==> config.mk <==
export PLATFORM = sky130hd
export DESIGN_NAME = debounce_multi
export DESIGN_NICKNAME = d
export VERILOG_FILES = /design/src/rtl/debounce_pkg.sv /design/src/rtl/debounce_channel.sv /design/src/rtl/debounce_multi.sv
export SDC_FILE = /design/constraint.sdc
export NUM_CORES = 1
export LEC_CHECK = 0
export BUFFER_PORTS_ARGS = -buffer_cell sky130_fd_sc_hd__buf_2
export CORE_MARGIN = 4
export CORE_UTILIZATION = 40
export DETAILED_ROUTE_END_ITERATION = 16
export PLACE_DENSITY = 0.56
export SLEW_MARGIN = 15
export SYNTH_ARGS = -nofsm -noshare
export SYNTH_HDL_FRONTEND = slang
export SYNTH_SLANG_ARGS = --single-unit
==> constraint.sdc <==
create_clock -name clk -period 4.4 [get_ports clk]
set_input_delay 1.1 -clock clk [delete_from_list [all_inputs] [get_ports clk]]
set_output_delay 1.1 -clock clk [all_outputs]
set_load 0.02 [all_outputs]
==> src/rtl/debounce_pkg.sv <==
// Shared types and helpers for the multi-channel button debouncer.
package debounce_pkg;

    typedef enum logic [2:0] {
        IDLE,
        PRESS_DB,
        HELD,
        REPEAT,
        RELEASE_DB
    } db_state_t;

    // Counter width for a value range, never narrower than one bit.
    function automatic int unsigned clog2_min1(input int unsigned value);
        int unsigned w;
        w = $clog2(value);
        return (w < 1) ? 1 : w;
    endfunction

endpackage

==> src/rtl/debounce_channel.sv <==
// One debounce channel: 2-flop synchroniser, press/release debounce FSM,
// long-press and auto-repeat counters; all outputs registered.
module debounce_channel
    import debounce_pkg::*;
#(
    parameter int unsigned ACTIVE_LOW   = 1,
    parameter int unsigned DB_TICKS     = 255,
    parameter int unsigned HOLD_TICKS   = 50000,
    parameter int unsigned REPEAT_TICKS = 10000,
    parameter int unsigned REPEAT_EN    = 1
) (
    input  logic clk,
    input  logic rst_n,
    input  logic en,
    input  logic tick,
    input  logic button,
    output logic valid_ff,
    output logic press_pulse,
    output logic release_pulse,
    output logic repeat_pulse,
    output logic long_ff
);

    localparam int unsigned HOLD_MAX = (HOLD_TICKS > REPEAT_TICKS) ? HOLD_TICKS : REPEAT_TICKS;
    localparam int unsigned DB_W     = clog2_min1(DB_TICKS + 1);
    localparam int unsigned HOLD_W   = clog2_min1(HOLD_MAX + 1);
    localparam logic [DB_W-1:0]   DB_LIM   = DB_W'(DB_TICKS);
    localparam logic [HOLD_W-1:0] HOLD_LIM = HOLD_W'(HOLD_TICKS);
    localparam logic [HOLD_W-1:0] REP_LIM  = HOLD_W'(REPEAT_TICKS);
    localparam logic              REL_LVL  = (ACTIVE_LOW != 0);

    logic              sync1, sync2, pressed;
    db_state_t         state, state_nx;
    logic [DB_W-1:0]   db_cnt, db_nx, db_inc;
    logic [HOLD_W-1:0] hold_cnt, hold_nx, hold_inc;
    logic              valid_nx, long_nx, press_nx, rel_nx, rep_nx;

    assign pressed  = sync2 ^ REL_LVL;
    assign db_inc   = (db_cnt == '1) ? db_cnt : db_cnt + 1'b1;
    assign hold_inc = (hold_cnt == '1) ? hold_cnt : hold_cnt + 1'b1;

    always_comb begin
        state_nx = state;
        db_nx    = db_cnt;
        hold_nx  = hold_cnt;
        valid_nx = valid_ff;
        long_nx  = long_ff;
        press_nx = 1'b0;
        rel_nx   = 1'b0;
        rep_nx   = 1'b0;
        if (tick) begin
            unique case (state)
                IDLE: begin
                    if (pressed) begin
                        if (DB_TICKS == 1) begin
                            state_nx = HELD;
                            valid_nx = 1'b1;
                            press_nx = 1'b1;
                            hold_nx  = '0;
                            db_nx    = '0;
                        end else begin
                            state_nx = PRESS_DB;
                            db_nx    = DB_W'(1);
                        end
                    end
                end
                PRESS_DB: begin
                    if (!pressed) begin
                        state_nx = IDLE;
                        db_nx    = '0;
                    end else if (db_inc == DB_LIM) begin
                        state_nx = HELD;
                        valid_nx = 1'b1;
                        press_nx = 1'b1;
                        hold_nx  = '0;
                        db_nx    = '0;
                    end else begin
                        db_nx = db_inc;
                    end
                end
                // HELD and REPEAT share release entry; they differ only in hold limit.
                HELD, REPEAT: begin
                    if (!pressed) begin
                        if (DB_TICKS == 1) begin
                            state_nx = IDLE;
                            valid_nx = 1'b0;
                            long_nx  = 1'b0;
                            rel_nx   = 1'b1;
                            db_nx    = '0;
                            hold_nx  = '0;
                        end else begin
                            state_nx = RELEASE_DB;
                            db_nx    = DB_W'(1);
                        end
                    end else if (state == REPEAT) begin
                        if (hold_inc == REP_LIM) begin
                            rep_nx  = 1'b1;
                            hold_nx = '0;
                        end else begin
                            hold_nx = hold_inc;
                        end
                    end else if (REPEAT_EN != 0) begin
                        if (hold_inc == HOLD_LIM) begin
                            rep_nx   = 1'b1;
                            state_nx = REPEAT;
                            long_nx  = 1'b1;
                            hold_nx  = '0;
                        end else begin
                            hold_nx = hold_inc;
                        end
                    end
                end
                RELEASE_DB: begin
                    if (pressed) begin
                        state_nx = HELD;
                        hold_nx  = '0;
                        long_nx  = 1'b0;
                        db_nx    = '0;
                    end else if (db_inc == DB_LIM) begin
                        state_nx = IDLE;
                        valid_nx = 1'b0;
                        long_nx  = 1'b0;
                        rel_nx   = 1'b1;
                        db_nx    = '0;
                    end else begin
                        db_nx = db_inc;
                    end
                end
                default: state_nx = IDLE;
            endcase
        end
    end

    always_ff @(posedge clk) begin
        if (!rst_n) begin
            sync1         <= REL_LVL;
            sync2         <= REL_LVL;
            state         <= IDLE;
            db_cnt        <= '0;
            hold_cnt      <= '0;
            valid_ff      <= 1'b0;
            long_ff       <= 1'b0;
            press_pulse   <= 1'b0;
            release_pulse <= 1'b0;
            repeat_pulse  <= 1'b0;
        end else begin
            sync1 <= button;
            sync2 <= sync1;
            if (!en) begin
                state         <= IDLE;
                db_cnt        <= '0;
                hold_cnt      <= '0;
                valid_ff      <= 1'b0;
                long_ff       <= 1'b0;
                press_pulse   <= 1'b0;
                release_pulse <= 1'b0;
                repeat_pulse  <= 1'b0;
            end else begin
                state         <= state_nx;
                db_cnt        <= db_nx;
                hold_cnt      <= hold_nx;
                valid_ff      <= valid_nx;
                long_ff       <= long_nx;
                press_pulse   <= press_nx;
                release_pulse <= rel_nx;
                repeat_pulse  <= rep_nx;
            end
        end
    end

endmodule

==> src/rtl/debounce_multi.sv <==
// N-channel button debouncer: shared sample-tick prescaler feeding
// independent per-channel debounce/long-press/repeat state machines.
module debounce_multi
    import debounce_pkg::*;
#(
    parameter int unsigned N_CH         = 4,
    parameter int unsigned ACTIVE_LOW   = 1,
    parameter int unsigned TICK_DIV     = 1,
    parameter int unsigned DB_TICKS     = 255,
    parameter int unsigned HOLD_TICKS   = 50000,
    parameter int unsigned REPEAT_TICKS = 10000,
    parameter int unsigned REPEAT_EN    = 1
) (
    input  logic            clk,
    input  logic            rst_n,
    input  logic            en,
    input  logic [N_CH-1:0] button,
    output logic [N_CH-1:0] valid_ff,
    output logic [N_CH-1:0] press_pulse,
    output logic [N_CH-1:0] release_pulse,
    output logic [N_CH-1:0] repeat_pulse,
    output logic [N_CH-1:0] long_ff,
    output logic            any_pressed
);

    logic tick;

    generate
        if (TICK_DIV <= 1) begin : g_no_div
            assign tick = 1'b1;
        end else begin : g_div
            localparam int unsigned     PS_W    = clog2_min1(TICK_DIV);
            localparam logic [PS_W-1:0] PS_LAST = PS_W'(TICK_DIV - 1);
            logic [PS_W-1:0] ps_cnt;

            always_ff @(posedge clk) begin
                if (!rst_n || !en) begin
                    ps_cnt <= '0;
                end else if (ps_cnt == PS_LAST) begin
                    ps_cnt <= '0;
                end else begin
                    ps_cnt <= ps_cnt + 1'b1;
                end
            end

            assign tick = (ps_cnt == PS_LAST);
        end
    endgenerate

    for (genvar i = 0; i < N_CH; i++) begin : g_ch
        debounce_channel #(
            .ACTIVE_LOW  (ACTIVE_LOW),
            .DB_TICKS    (DB_TICKS),
            .HOLD_TICKS  (HOLD_TICKS),
            .REPEAT_TICKS(REPEAT_TICKS),
            .REPEAT_EN   (REPEAT_EN)
        ) u_ch (
            .clk          (clk),
            .rst_n        (rst_n),
            .en           (en),
            .tick         (tick),
            .button       (button[i]),
            .valid_ff     (valid_ff[i]),
            .press_pulse  (press_pulse[i]),
            .release_pulse(release_pulse[i]),
            .repeat_pulse (repeat_pulse[i]),
            .long_ff      (long_ff[i])
        );
    end

    assign any_pressed = |valid_ff;

endmodule

* After elaboration in Yosys (flattened, before gate mapping) *
Index checks and enable logic that the tools add are counted.

word-level totals
  bits of input ports = 7
  output and inout bits = 21
  word-level logic and storage cells = 364
  register bits = 136

operators by class
  reductions and logical operators = 58
  bitwise operators = 10
  add/sub/neg operators = 8
  equality and inequality tests = 92
  multiplexer cells = 156

operator list
  kind                   count
  $mux 16                32
  $mux 8                 24
  $pmux 16 s3            4
  $eq 16x16->1 const B   8
  $pmux 8 s4             4
  $mux 3                 32
  $reduce_and 5->1       16
  $add 16x1->16 const B  4
  $eq 16x14->1 const B   4
  $eq 8x8->1 const B     8
  $mux 1                 48
  $pmux 3 s4             4
  $ne 2x1->1 const B     20
  $ne 2x2->1 const B     20
  $reduce_or 4->1        9
  $add 8x1->8 const B    4
  $eq 3x2->1 const B     8
  $ne 3x1->1 const B     8
  $pmux 1 s2             8
  $reduce_and 4->1       4
  $reduce_bool 2->1      8
  $reduce_bool 4->1      4
  $eq 3x1->1 const B     4
  $eq 3x3->1 const B     4
  other kinds (8)        35

* Depth between registers and ports, before layout *
Gate-level depths: netlist of run 1.

  depth in word-level cells = 7
  gate-level depth with buffers = 12
  mapped depth without buffers = 9

* Cells and area by module *
Synthesis of run 1 repeated with hierarchy kept, for this count alone.

second synthesis, totals
  cells, all modules = 1237
  area total of the unflattened synthesis = 9240.1 µm²

by module, submodules not included
  module                               cells each  sequential area each (µm²)  area an instance (µm²)  times used
  debounce_channel (g_ch[1].u_ch ...)  304         680.7                       2298.5                  2
  debounce_channel (g_ch[3].u_ch)      324         680.7                       2392.3                  1
  debounce_channel (g_ch[0].u_ch)      303         680.7                       2239.6                  1
  debounce_multi                       2           0.0                         11.3                    1

* Worst setup path after synthesis of run 1 *
OpenSTA, ideal clock, no wires.

  path type = reg-to-reg
  start point = reg g_ch[0].u_ch.hold_cnt[0]
  end point = reg g_ch[0].u_ch.hold_cnt[9]
  data arrival time = 2.957 ns
  buffers on the path = 1
  clock period less this slack = 3.077 ns
  slack = 1.323 ns
  cell stages (with the launch flop) = 11
  setup time = 0.120 ns
  cell sequence = dfxtp_1 > ha_1 > clkbuf_1 > nand4_1 > or4_1 > nand3_1 > mux2_2 > or4_1 > o21bai_1 > a41oi_1 > nand2_1

between the ends
  word-level cells in the longest chain between the ends = 7
  elaborated cells between the ends (all ways) = 10
  classes of those cells = add/sub: 1; eq/ne: 3; mux: 6

ends and longest elaborated chain
  element                                        line                                             text
  start, declared                                debounce_channel.sv:35                           logic [HOLD_W-1:0] hold_cnt, hold_nx, hold_inc;
  start signal, assigned                         debounce_channel.sv:161                          hold_cnt <= hold_nx;
  $add 16x1->16 or $eq 16x16->1 (tied branches)  debounce_channel.sv:40                           assign hold_inc = (hold_cnt == '1) ? hold_cnt : hold_cnt + 1'b1;
  $mux 16 *                                      debounce_channel.sv:40
  $eq 16x16->1 or $eq 16x14->1 (tied branches)   debounce_channel.sv:103, debounce_channel.sv:96
  $mux 16, on equally long branches              debounce_channel.sv:103, debounce_channel.sv:96
  $mux 16 *                                      debounce_channel.sv:95                           end else if (state == REPEAT) begin
  $mux 16 *                                      debounce_channel.sv:83                           if (!pressed) begin
  $pmux 16 s3 *                                  debounce_channel.sv:52                           unique case (state)

Every way passes the cells marked *; elsewhere a longest branch is shown, timed or not. The select of a mux whose other input is x is not followed.
A chain may end at the register's enable or synchronous reset.

* Worst setup path after layout of run 1 *
Same ends and word-level chain as after synthesis.

==> metrics.txt, run 1 <==
Rel. slew slack=30.2%; Final TNS setup=0 ns; Yosys top cell by area=dfxtp_1; pin count of the biggest net entering global routing=46; FF+latch count, synth=136; drt wl/cell=15.8 um; Post-synth top cells=dfxtp_1, nand2_1, a21oi_1; 1st-pass router iterations=5; Worst EP arrival=4.01 ns; part of the power in combinational logic=2.2%; hold_buf cts=0; Netlist cell types=85; RSZ-0062 raised after global routing=no; DR iter-0 viols=524; Pwr Density=296 nW/um^2; Core Util, Final=43.3%; grt met3 use=2.93%; switching pwr=0.607 mW; WHS=0.414 ns; layout cells sized above 1=8.43%; warnings from Yosys=0; synthesized instance count=1188; hpwl dp=15600 um; # fillers=2218; largest cells by area after synthesis=dfxtp_1, a21oi_1, nand2_1; Root Buffer=clkbuf_16; Synth Flop Type=dfxtp_1; total power=2.79 mW; Clock Latency Late Sink=0.42 ns; post-route ant nets=0; Clk pwr share=53.2%; core area=21800 sq um; DIE HEIGHT=156 um; GR Overflow Total=0; number of global-route vias before repair=7589; initial antenna violation count=0; cts repair resizes=0; number of max-cap violations=0; fin. max-slew vios=0; H-Tree Level Count=4; post-synthesis sequential area ratio=30.9%; gpl congestion=0.894; gr busiest metal=met2; vias post-DR=8535; crit path kind=reg2reg; outcome=finished clean; Post-CTS Setup Bufs=0; Reg power frac=44.6%; min Tclk post-route=3.70 ns; crit end category=flip-flop; Core Rows=54; Leak Pwr=2.95 nW; CTS max path bufs=2; final worst-path cycle share=84.1%; nets=1152; Worst VDD drop=207 uV; fmax=0.270 GHz; mean post-synth cell area=7.41 sq um; slowest CP cell=or4_1; post-route cell area=9430 sq um; Final Hold Viols=0; die area=24500 sq um; most common cell in the netlist=dfxtp_1; placed cell area=8810 sq um; Worst Max-Slew Pin Slew=1.05 ns; first-pass GRT wire length=37800 um; via density per instance=5.97; clock transition at the registers of the reported paths=0.06 ns; Synth-to-Final Area Change=7.09%; Total GRT Usage=18.3%; HP Class=reg2reg; Crit path required time=4.71 ns; Async SR Flop Fraction=0%; cell-internal power=2.19 mW; Post-synth EDFFs=0; Ports=28; sw frac=21.7%; worst path cell trace=ha_1 > nand4_1 > or4_1 > nand3_1 > mux2_2 > or4_1 > o21bai_1 > a41oi_1 > nand2_1; DRC Markers=0; reg2reg setup slack=0.70 ns; TritonCTS clock tree=built; GR Util met1=25.2%; maximum fanout along the worst path=11; clock sink count=136; delay-heaviest family, CP=simple AND/OR/NAND/NOR gates; die width=156 um; worst path bufs/invs=0; Max stage delay on crit path=0.60 ns; area share of the largest cell type after synthesis=30.9%; IO buf count=27; mapped cell area=8800 sq um; CTS Buf Count=17; starting density of the core=40.5%; n_diodes=0; Post-Route WL=22600 um; Critical Path Start Type=flip-flop; Setup violations, final=0; GR Util met2=29.3%; clk_skew=0.0111 ns; Syn Nets=1203; cell mode on critical path=or4_1
## logic make-up (layout without fill, tap and decap cells)
kind of cell             after synthesis  count (layout)  share of synthesized area (%)
AND/OR/NAND/NOR                      550             550                           32.9
AO/OA/AOI/OAI                        317             317                           23.0
flip-flops                           136             136                           30.9
buffers and inverters                134              96                           7.46
XOR/XNOR                              27              27                           2.69
multiplexers                          16              16                           1.90
adder cells (fa/ha/maj)                8               8                           1.14
## state kept, by name (all words and copies together) (netlist names)
register,count
g_ch.u_ch.db_cnt,32
g_ch.u_ch.hold_cnt,64
g_ch.u_ch.long_ff,4
g_ch.u_ch.press_pulse,4
g_ch.u_ch.release_pulse,4
g_ch.u_ch.repeat_pulse,4
g_ch.u_ch.state,12
g_ch.u_ch.sync1,4
g_ch.u_ch.sync2,4
g_ch.u_ch.valid_ff,4
## layout make-up
cell class,count,area [sq um],share of cell area [%]
clock buffer,20,467,4.95
clock inverter,12,149,1.58
inverter,28,105,1.11
multi-input combinational,918,5430,57.6
sequential,136,2720,28.9
tap,280,350,3.72
timing repair buffer,36,203,2.15
## worst paths after layout
kind	startpoint	depth (start not counted)	to
worst min-delay path	g_ch[3].u_ch.sync1	1	g_ch[3].u_ch.sync2
worst min register to register	g_ch[3].u_ch.sync1	1	g_ch[3].u_ch.sync2
worst max-delay path	g_ch[0].u_ch.hold_cnt[0]	9	g_ch[0].u_ch.hold_cnt[9]
worst max register to register	g_ch[0].u_ch.hold_cnt[0]	9	g_ch[0].u_ch.hold_cnt[9]
## stage by stage
stage / setup WS [ns] / cells
floorplan: 1.32 / 1188
global placement: 0.827 / 1398
detailed placement: 0.752 / 1398
CTS: 0.754 / 1430
global route: 0.445 / 1430
finish: 0.700 / 1430
## cell usage in the layout, fill, tap and decap left out, drive strengths merged, types with 5 or more instances in the layout
cell,n
nand4,40
o22ai,6
o21ai,56
nand2b,22
or4,10
o31ai,6
ha,8
nor4b,6
a22oi,9
a21oi,108
o211ai,10
mux2,6
clkinv,5
dfxtp,136
nand3,73
nand3b,12
nor2b,8
a31oi,34
nand2,117
mux2i,10
or3,11
or2,9
a41oi,7
xor2,7
and3,24
nor3b,6
a21o,10
clkbuf,20
and2,11
and4,10
a211oi,12
nor2,92
xnor2,20
inv,28
a32oi,7
nor3,68
nor4,22
buf,36
## power groups by stage
stage,Clock (mW),Sequential (mW),Combinational [mW]
2_1_floorplan,0,1.27,0.0463
3_3_place_gp,0,1.27,0.0621
4_1_cts,1.53,1.25,0.0619
6_report,1.49,1.25,0.0608
3_5_place_dp,0,1.27,0.0617
5_1_grt,1.59,1.25,0.0684
## metal layers
layer / vias to the layer above / share of wire, %
met3: 31 / 4.0
met2: 181 / 46
met5: - / 0
li1: 4296 / -
met1: 4027 / 48
met4: 0 / 1.9
Note: power is estimated with default switching activity, not from simulation.
==> run 2, diff against run 1 <==
==> constraint.sdc (replaced) <==
create_clock -name clk -period 3.5 [get_ports clk]
set_input_delay 0.875 -clock clk [delete_from_list [all_inputs] [get_ports clk]]
set_output_delay 0.875 -clock clk [all_outputs]
set_load 0.02 [all_outputs]
==> run 2 against run 1 <==
  * Core utilization rose by 1.0 points
  * Die area did not move
  * Count of clock-buffer cells in the layout rose by 1
  * Global-route usage rose by 0.62 points
  * Clock power rose by 42%
  * Combinational power rose by 28%
  * Total power rose by 35%
  * Design area rose by 2.3%
  * Setup slack got worse by 0.35 ns
  * Clock skew fell by 0.0020 ns
  * Routed wire length rose by 2.8%
  * Non-clock buffer count rose by 18
  * Largest cell class unchanged
==> metrics.txt, run 2 (synthesis gave the netlist of run 1 again) <==
pin count of the biggest net entering global routing=61; Post-CTS Setup Bufs=0; die area=24500 sq um; number of global-route vias before repair=7833; 1st-pass router iterations=5; Crit Reg-Reg Endpoint=g_ch[0].u_ch.hold_cnt[9]; Leak Pwr=3.08 nW; CTS max path bufs=2; clk_skew=0.00917 ns; CTS Buf Count=17; Final Hold Viols=0; worst path cell trace=ha_1 > nand4_1 > or4_1 > nand3_1 > mux2_2 > or4_1 > o21bai_1 > a41oi_1 > nand2_1; Reg with most FFs=g_ch.u_ch.hold_cnt; post-route cell area=9650 sq um; DRC Markers=0; Core Rows=54; Max stage delay on crit path=0.56 ns; TritonCTS clock tree=built; final worst-path cycle share=90.0%; Final TNS setup=0 ns; reg2reg start=g_ch[0].u_ch.hold_cnt[1]; layout cells sized above 1=9.76%; n_diodes=0; Setup violations, final=0; slowest CP cell=or4_1; DR iter-0 viols=661; GR Overflow Total=0; Rel. slew slack=47.4%; RSZ-0062 raised after global routing=no; crit path kind=reg2reg; hpwl dp=16100 um; Worst Max-Slew Pin Slew=0.784 ns; biggest regs=g_ch.u_ch.hold_cnt x64, g_ch.u_ch.db_cnt x32, g_ch.u_ch.state x12; clock sink count=136; hold depth=1; fmax=0.317 GHz; fin. max-slew vios=0; first-pass GRT wire length=38900 um; Ports=28; min Tclk post-route=3.15 ns; min-delay src=g_ch[3].u_ch.sync1; starting density of the core=40.5%; Core Util, Final=44.4%; crit end category=flip-flop; Synth-to-Final Area Change=9.59%; most frequent cells in the layout=dfxtp_1, nand2_1, a21oi_1; most common cell after layout, fill and taps aside=dfxtp_1; total power=3.76 mW; outcome=finished clean; HP Class=reg2reg; Worst VDD drop=187 uV; Total GRT Usage=19.0%; DIE HEIGHT=156 um; cts repair resizes=0; via density per instance=5.91; clock transition at the registers of the reported paths=0.07 ns; FF-to-FF path depth=9; reg2reg setup slack=0.35 ns; drt wl/cell=16.1 um; post-route ant nets=0; placed cell area=8960 sq um; initial antenna violation count=0; cell mode on critical path=or4_1; hold_buf cts=0; core area=21800 sq um; die width=156 um; Clock Latency Late Sink=0.43 ns; Root Buffer=clkbuf_16; number of max-cap violations=0; hold-critical path endpoint=g_ch[3].u_ch.sync2; nets=1170; Worst EP arrival=3.46 ns; H-Tree Level Count=4; number of flip-flops in the largest register=64; maximum fanout along the worst path=8; Crit path required time=3.81 ns; vias post-DR=8557; IO buf count=27; Critical Path Start Type=flip-flop; Pwr Density=390 nW/um^2; gpl congestion=0.898; Post-Route WL=23300 um
[run 2: cell types whose count changed in the layout (fill, tap and decap cells not counted)]
cell | previous run | this run
buf_4 | 9 | 26
buf_12 | 0 | 1
clkbuf_1 | 0 | 1
bufinv_16 | 3 | 6
clkinvlp_4 | 4 | 2
clkinv_4 | 1 | 2
clkinv_2 | 4 | 1
[run 2: metrics by stage]
step | setup WS, ns | instances | hold slack (ns)
floorplan | 0.423 | 1188 | 0.386
global placement | 0.379 | 1416 | 0.396
detailed placement | 0.399 | 1416 | 0.403
CTS | 0.370 | 1448 | 0.418
global route | 0.129 | 1448 | 0.445
finish | 0.349 | 1448 | 0.413
[run 2: worst max path at each step]
stage                              from                   endpoint  slack (ns)  cells after the start
2_1_floorplan  g_ch[0].u_ch.hold_cnt[0]   g_ch[0].u_ch.hold_cnt[9]        0.42                     10
3_3_place_gp   g_ch[0].u_ch.hold_cnt[1]   g_ch[0].u_ch.hold_cnt[9]        0.38                      9
3_5_place_dp   g_ch[0].u_ch.hold_cnt[1]   g_ch[0].u_ch.hold_cnt[9]        0.40                      9
4_1_cts        g_ch[0].u_ch.hold_cnt[1]   g_ch[0].u_ch.hold_cnt[9]        0.37                      9
5_1_grt        g_ch[1].u_ch.hold_cnt[1]  g_ch[1].u_ch.hold_cnt[15]        0.13                     10
6_report       g_ch[0].u_ch.hold_cnt[1]   g_ch[0].u_ch.hold_cnt[9]        0.35                      9
[run 2: layout make-up]
type / count / area [sq um]
Clock inverter: 11 / 218
Fill cell: 2220 / 12100
Clock buffer: 21 / 470
Sequential cell: 136 / 2720
Timing Repair Buffer: 54 / 350
Tap cell: 280 / 350
Multi-Input combinational cell: 918 / 5430
Inverter: 28 / 105
[run 2: where the power goes]
group | internal (mW) | total [mW] | leakage [nW] | switching, mW
Sequential | 1.55 | 1.57 | 1.10 | 0.0114
Combinational | 0.0241 | 0.0780 | 1.65 | 0.0539
Clock | 1.40 | 2.12 | 0.329 | 0.724
[run 2: worst max-delay path, delay by kind of cell (launching register included)]
| family | cells | cell delay (ns) |
|---|---|---|
| flops | 1 | 0.40 |
| compound gates | 2 | 0.68 |
| simple gates | 5 | 1.39 |
| fa+ha+maj | 1 | 0.20 |
| mux | 1 | 0.36 |
[run 2: metal layers]
| metal | vias to the layer above | track usage [%] | share of wire, % |
|---|---|---|---|
| li1 | 4344 | - | - |
| met5 | - | 0 | 0 |
| met3 | 34 | 4.01 | 4.2 |
| met2 | 168 | 30.2 | 46 |
| met4 | 0 | 6.36 | 2.0 |
| met1 | 4011 | 25.6 | 48 |
